===== src/rtl/cricket_ui_pkg.sv =====
// rtl/cricket_ui_pkg.sv - shared cricket UI types, default blink timing and sizing helpers
package cricket_ui_pkg;

  typedef enum logic [1:0] {
    IDLE = 2'd0,
    ON   = 2'd1,
    GAP  = 2'd2
  } blink_state_t;

  // 50 ms at 100 MHz; shared by every LED-facing UI block
  localparam int BLINK_ON_DEF  = 5_000_000;
  localparam int BLINK_GAP_DEF = 5_000_000;

  function automatic int max_int(input int a, input int b);
    return (a > b) ? a : b;
  endfunction

  // Bits needed to count 0..n-1, never less than one
  function automatic int cnt_width(input int n);
    return (n > 1) ? $clog2(n) : 1;
  endfunction

endpackage


===== src/rtl/stretch_timer.sv =====
// rtl/stretch_timer.sv - per-state cycle timer with clear and exact terminal-count flag
module stretch_timer
  import cricket_ui_pkg::*;
#(
  parameter int W = cnt_width(BLINK_ON_DEF)
) (
  input  logic         clk,
  input  logic         reset,
  input  logic         i_clear,
  input  logic         i_en,
  input  logic [W-1:0] i_limit,
  output logic         o_tc
);

  logic [W-1:0] r_count;

  assign o_tc = (r_count == i_limit);

  // Holds at the limit instead of wrapping if the owner forgets to clear
  always_ff @(posedge clk) begin
    if (reset || i_clear) begin
      r_count <= '0;
    end else if (i_en && !o_tc) begin
      r_count <= r_count + W'(1);
    end
  end

endmodule


===== src/rtl/blink_stretch.sv =====
// rtl/blink_stretch.sv - stretches event pulses into queued LED blinks; BLINK_STRETCH_OVF_EN adds overflow flag
module blink_stretch
  import cricket_ui_pkg::*;
#(
  parameter int ON_CYCLES  = BLINK_ON_DEF,
  parameter int GAP_CYCLES = BLINK_GAP_DEF,
  parameter int PEND_W     = 3
) (
  input  logic              clk,
  input  logic              reset,
  input  logic              pulse_in,
  output logic              led_out,
  output logic              busy,
  output logic [PEND_W-1:0] pending
`ifdef BLINK_STRETCH_OVF_EN
  ,
  output logic              overflow
`endif
);

  localparam int                TW       = cnt_width(max_int(ON_CYCLES, GAP_CYCLES));
  localparam logic [TW-1:0]     ON_LIM   = TW'(ON_CYCLES - 1);
  localparam logic [TW-1:0]     GAP_LIM  = TW'(GAP_CYCLES - 1);
  localparam logic [PEND_W-1:0] PEND_MAX = '1;

  blink_state_t      r_state;
  blink_state_t      w_next_state;
  logic [PEND_W-1:0] r_pending;
  logic [PEND_W-1:0] w_next_pending;
  logic [PEND_W-1:0] w_queued_pending;
  logic              r_led;
  logic              r_busy;
  logic              w_tc;
  logic              w_full;
  logic              w_timer_clear;
  logic [TW-1:0]     w_limit;

  assign w_full           = (r_pending == PEND_MAX);
  assign w_queued_pending = (pulse_in && !w_full) ? r_pending + PEND_W'(1) : r_pending;
  assign w_limit          = (r_state == GAP) ? GAP_LIM : ON_LIM;

  always_comb begin
    w_next_state   = r_state;
    w_next_pending = r_pending;
    case (r_state)
      IDLE: begin
        // A pulse here becomes the blink itself, so it is never queued
        if (pulse_in) begin
          w_next_state = ON;
        end
      end
      ON: begin
        w_next_pending = w_queued_pending;
        if (w_tc) begin
          w_next_state = GAP;
        end
      end
      GAP: begin
        if (w_tc) begin
          if ((r_pending != '0) || pulse_in) begin
            // A pulse arriving now replaces the queued event being consumed
            w_next_state = ON;
            if (!pulse_in) begin
              w_next_pending = r_pending - PEND_W'(1);
            end
          end else begin
            w_next_state = IDLE;
          end
        end else begin
          w_next_pending = w_queued_pending;
        end
      end
      default: begin
        w_next_state   = IDLE;
        w_next_pending = '0;
      end
    endcase
  end

  assign w_timer_clear = (w_next_state != r_state) || (r_state == IDLE);

  stretch_timer #(
    .W(TW)
  ) u_timer (
    .clk     (clk),
    .reset   (reset),
    .i_clear (w_timer_clear),
    .i_en    (1'b1),
    .i_limit (w_limit),
    .o_tc    (w_tc)
  );

  // Outputs decode the next state so the pin toggles straight from a flop
  always_ff @(posedge clk) begin
    if (reset) begin
      r_state   <= IDLE;
      r_pending <= '0;
      r_led     <= 1'b0;
      r_busy    <= 1'b0;
    end else begin
      r_state   <= w_next_state;
      r_pending <= w_next_pending;
      r_led     <= (w_next_state == ON);
      r_busy    <= (w_next_state != IDLE);
    end
  end

  assign led_out = r_led;
  assign busy    = r_busy;
  assign pending = r_pending;

`ifdef BLINK_STRETCH_OVF_EN
  logic w_drop;
  logic r_overflow;

  // The terminal GAP cycle never drops: the pulse takes the consumed slot
  assign w_drop = pulse_in && w_full &&
                  ((r_state == ON) || ((r_state == GAP) && !w_tc));

  always_ff @(posedge clk) begin
    if (reset) begin
      r_overflow <= 1'b0;
    end else if (w_drop) begin
      r_overflow <= 1'b1;
    end
  end

  assign overflow = r_overflow;
`endif

endmodule


===== config.mk =====
export PLATFORM = sky130hd
export DESIGN_NAME = blink_stretch
export DESIGN_NICKNAME = d
export VERILOG_FILES = /design/src/rtl/cricket_ui_pkg.sv /design/src/rtl/stretch_timer.sv /design/src/rtl/blink_stretch.sv
export SDC_FILE = /design/constraint.sdc
export NUM_CORES = 1
export LEC_CHECK = 0
export CAP_MARGIN = 20
export CORE_MARGIN = 2
export CORE_UTILIZATION = 28
export DETAILED_ROUTE_END_ITERATION = 10
export PLACE_DENSITY = 0.43
export SYNTH_ARGS = -nofsm -noshare
export SYNTH_HDL_FRONTEND = slang
export SYNTH_SLANG_ARGS = --single-unit

===== constraint.sdc =====
create_clock -name clk -period 2.3 [get_ports clk]
set_input_delay 0.575 -clock clk [delete_from_list [all_inputs] [get_ports clk]]
set_output_delay 0.575 -clock clk [all_outputs]
set_load 0.05 [all_outputs]

==> results of run 1 <==
==> layer usage <==
metal,up-vias,wire length [um]
met2,17,1970
met5,-,0
met3,7,86
li1,772,-
met4,0,47
met1,699,1820
==> critical path: stages (launching register included) <==
cell	delay, ns
dfxtp_4	0.35
nor4b_4	0.31
nand4_1	0.23
or2_1	0.30
a221o_1	0.38
o221ai_4	0.30
clkbuf_16	0.23
nor2_1	0.05
==> stage by stage <==
step | std cells | worst slack [ns] | hold WS, ns | TNS (ns)
floorplan | 204 | 0.144 | 0.449 | 0
global placement | 295 | 0.103 | 0.473 | 0
detailed placement | 295 | 0.101 | 0.476 | 0
CTS | 303 | 0.0700 | 0.486 | 0
global route | 311 | -0.0491 | 0.526 | -0.707
finish | 311 | 0.0403 | 0.487 | 0
==> layout by cell type (no fill, tap or decap), types with 2 or more instances in the layout <==
cell	count
buf_4	19
nor3_1	5
nor2b_1	2
nand2_1	16
a31oi_1	3
inv_1	12
xnor2_1	6
nand3_1	11
a21oi_1	5
dfxtp_2	4
nor2_4	2
clkinvlp_4	2
o21ai_0	10
and3_1	4
xor2_1	14
clkbuf_8	5
nor2_1	32
nor2_2	4
dfxtp_1	25
and4_1	4
mux2i_1	2
ha_1	7
nand4_1	6
clkbuf_16	2
clkdlybuf4s50_1	7
ha_4	2
nand2b_1	2
==> worst paths after layout <==
kind	from	endpoint	slack, ns	cells after the start
hold reg to reg	u_timer.r_count[1]	u_timer.r_count[1]	0.49	2
setup reg to reg	u_timer.r_count[21]	u_timer.r_count[14]	0.04	7
setup / recovery	u_timer.r_count[21]	u_timer.r_count[14]	0.04	7
hold / removal	u_timer.r_count[1]	u_timer.r_count[1]	0.49	2
==> state kept, by name, indices dropped and copies added (netlist names) <==
register / cells
busy: 1
led_out: 1
pending: 3
r_state: 2
u_timer.r_count: 23
==> power groups by stage <==
stage | combinational, uW | clock, uW | sequential, uW
6_report | 147 | 541 | 537
2_1_floorplan | 66.7 | 0 | 570
5_1_grt | 162 | 585 | 539
3_5_place_dp | 130 | 0 | 550
4_1_cts | 131 | 558 | 538
3_3_place_gp | 131 | 0 | 550
==> timing repair <==
item / CTS / global route
setup endpoints to repair: 0 / 28
gates resized for setup: 0 / 24
buffers inserted: 0 / 6
==> final cells by class <==
cell class | count | area [um^2]
repair buffers | 29 | 283
well taps | 75 | 93.8
flip-flops and latches | 30 | 609
inverters | 12 | 45.0
multi-input cells | 157 | 1060
clock inverters | 3 | 45.0
clock buffers | 5 | 68.8
fillers | 642 | 3610
==> kinds of logic after synthesis <==
kind of cell / synth area share [%]
AOI/OAI and AO/OA: 11.5
xor gates and xnor gates: 10.6
adders and majority gates: 6.80
buffers and inverters: 5.29
DFF: 36.3
muxes: 1.21
and+or+nand+nor: 28.3
==> results.toml, run 1 <==
[grt]
grt_max_degree = 24
grt_antenna_before_repair = 0
met1_usage_pct = 15.5
gr-usage-met3_pct = 3.11
grt_overflow = 0
gr-usage-met2_pct = 22.1
grt_pass1_vias = 1453
grtUsageTotal_pct = 12.9
grt_pass1_wl_mm = 6.55
top_usage_layer = "met2"

[floorplanning]
die_area_mm2 = 0.00654
initial_core_util_pct = 28.5
core_area_mm2 = 0.00582
io_pins = 8
fp.dieW_um = 80.9
rows = 28
dieHeight_um = 80.9

[clock_tree]
clk_pin_slew_worst_paths_ns = 0.07
hold_buffers = 0
clk-insertion-delay-late_ns = 0.29
clockRootBuffer = "clkbuf_8"
tritoncts = "done"
cts-htree-levels = 2
cts_buffers = 5
clock_path_buffers = 2
cts_sinks = 30

[timing]
skew_ns = 0.00638
slew_headroom_pct = 66.4
rsz0062_at_grt = "true"
min_period_over_period_pct = 98.2
clock.fmax_mhz = 443
hold_viol_final = 0
slew_viol_final = 0
setup_viol = 0
worst_pin_slew_ns = 0.503
fin_crit_ns = 2.26

[worst_setup_path]
worst_setup_path_start_kind = "flip-flop"
worstPathMaxFanout = 11
required_ns = 2.48
crit_type = "flip-flop to flip-flop"
worst_ep_arrival_time_ns = 2.44
end_kind = "flip-flop"

[logic_synthesis]
synth_common_cells = "nor2_1, dfxtp_1, nand2_1, xor2_1, inv_1"
avgSynthCellArea_um2 = 8.11
ys_ff_latch = 30
synth_top_cell_by_area = "dfxtp_1"
syn_nets = 216
async_reset_ff_share_pct = 0
synthesis.area_mm2 = 0.00166
ys_seq_area_share_pct = 36.3
synth_area_leaders = "dfxtp_1, nor2_1, xor2_1"
yosys_warnings = 0
synth_edf_count = 0
yosysMostFrequentCell = "nor2_1"
synth.distinct_cells = 39
synth_ff_type = "dfxtp_1"
yosysTopAreaCellShare_pct = 36.3
post_synth_inst_count = 204

[cells_and_area]
design_area_mm2 = 0.00220
postLayoutCoreUtil_pct = 37.9
nets = 247
drive_gt1_share_pct = 20.3
diodes = 0
areaGrowthSynthToFinish_pct = 33.1

[route]
ant_nets = 0
initialDrtViolationCount = 38
drt-total-wl_mm = 3.93
avgRoutedWirePerCell_um = 12.6
dr_total_vias = 1495
viasPerCell = 4.81
first_pass_iters = 4
drc = 0

[outcome]
status = "finished, final reports clean"

[flow_run]
maxCapViolCount = 0

[pwr]
leakagePower_uw = 0.000780
p_sw_uw = 317
vdd_drop_max_v = 0.000217
clock_power_share_pct = 44.1
comb_power_share_pct = 12.0
p_int_uw = 909
finalPower_uw = 1230
p_per_area_mw_per_mm2 = 556
switching_share_pct = 25.9
seqPwrFrac_pct = 43.9

[placement]
dp_hpwl_mm = 2.72
placed_area_mm2 = 0.00189
finalWeightedCongestion = 0.767
portBuffers = 7

[min_path]
hold_path.class = "flip-flop to flip-flop"
Power figures use the tool's default switching activity.
==> inputs of run 2 (changes only) <==
--- a/config.mk
+++ b/config.mk
@@ -5,10 +5,12 @@
 export SDC_FILE = /design/constraint.sdc
 export NUM_CORES = 1
 export LEC_CHECK = 0
+export ABC_CLOCK_PERIOD_IN_PS = 2300
 export CAP_MARGIN = 20
 export CORE_MARGIN = 2
 export CORE_UTILIZATION = 28
 export DETAILED_ROUTE_END_ITERATION = 10
+export HOLD_SLACK_MARGIN = 0.15
 export PLACE_DENSITY = 0.43
 export SYNTH_ARGS = -nofsm -noshare
 export SYNTH_HDL_FRONTEND = slang
==> results of run 2 <==
Same layout as run 1: the final DEF is identical, and so are final timing and power.
==> inputs of run 3 (changes only) <==
--- a/config.mk
+++ b/config.mk
@@ -9,6 +9,7 @@
 export CAP_MARGIN = 20
 export CORE_MARGIN = 2
 export CORE_UTILIZATION = 28
+export CTS_CLUSTER_DIAMETER = 60
 export DETAILED_ROUTE_END_ITERATION = 10
 export HOLD_SLACK_MARGIN = 0.15
 export PLACE_DENSITY = 0.43
==> results of run 3 <==
Same layout as run 1: the final DEF is identical, and so are final timing and power.
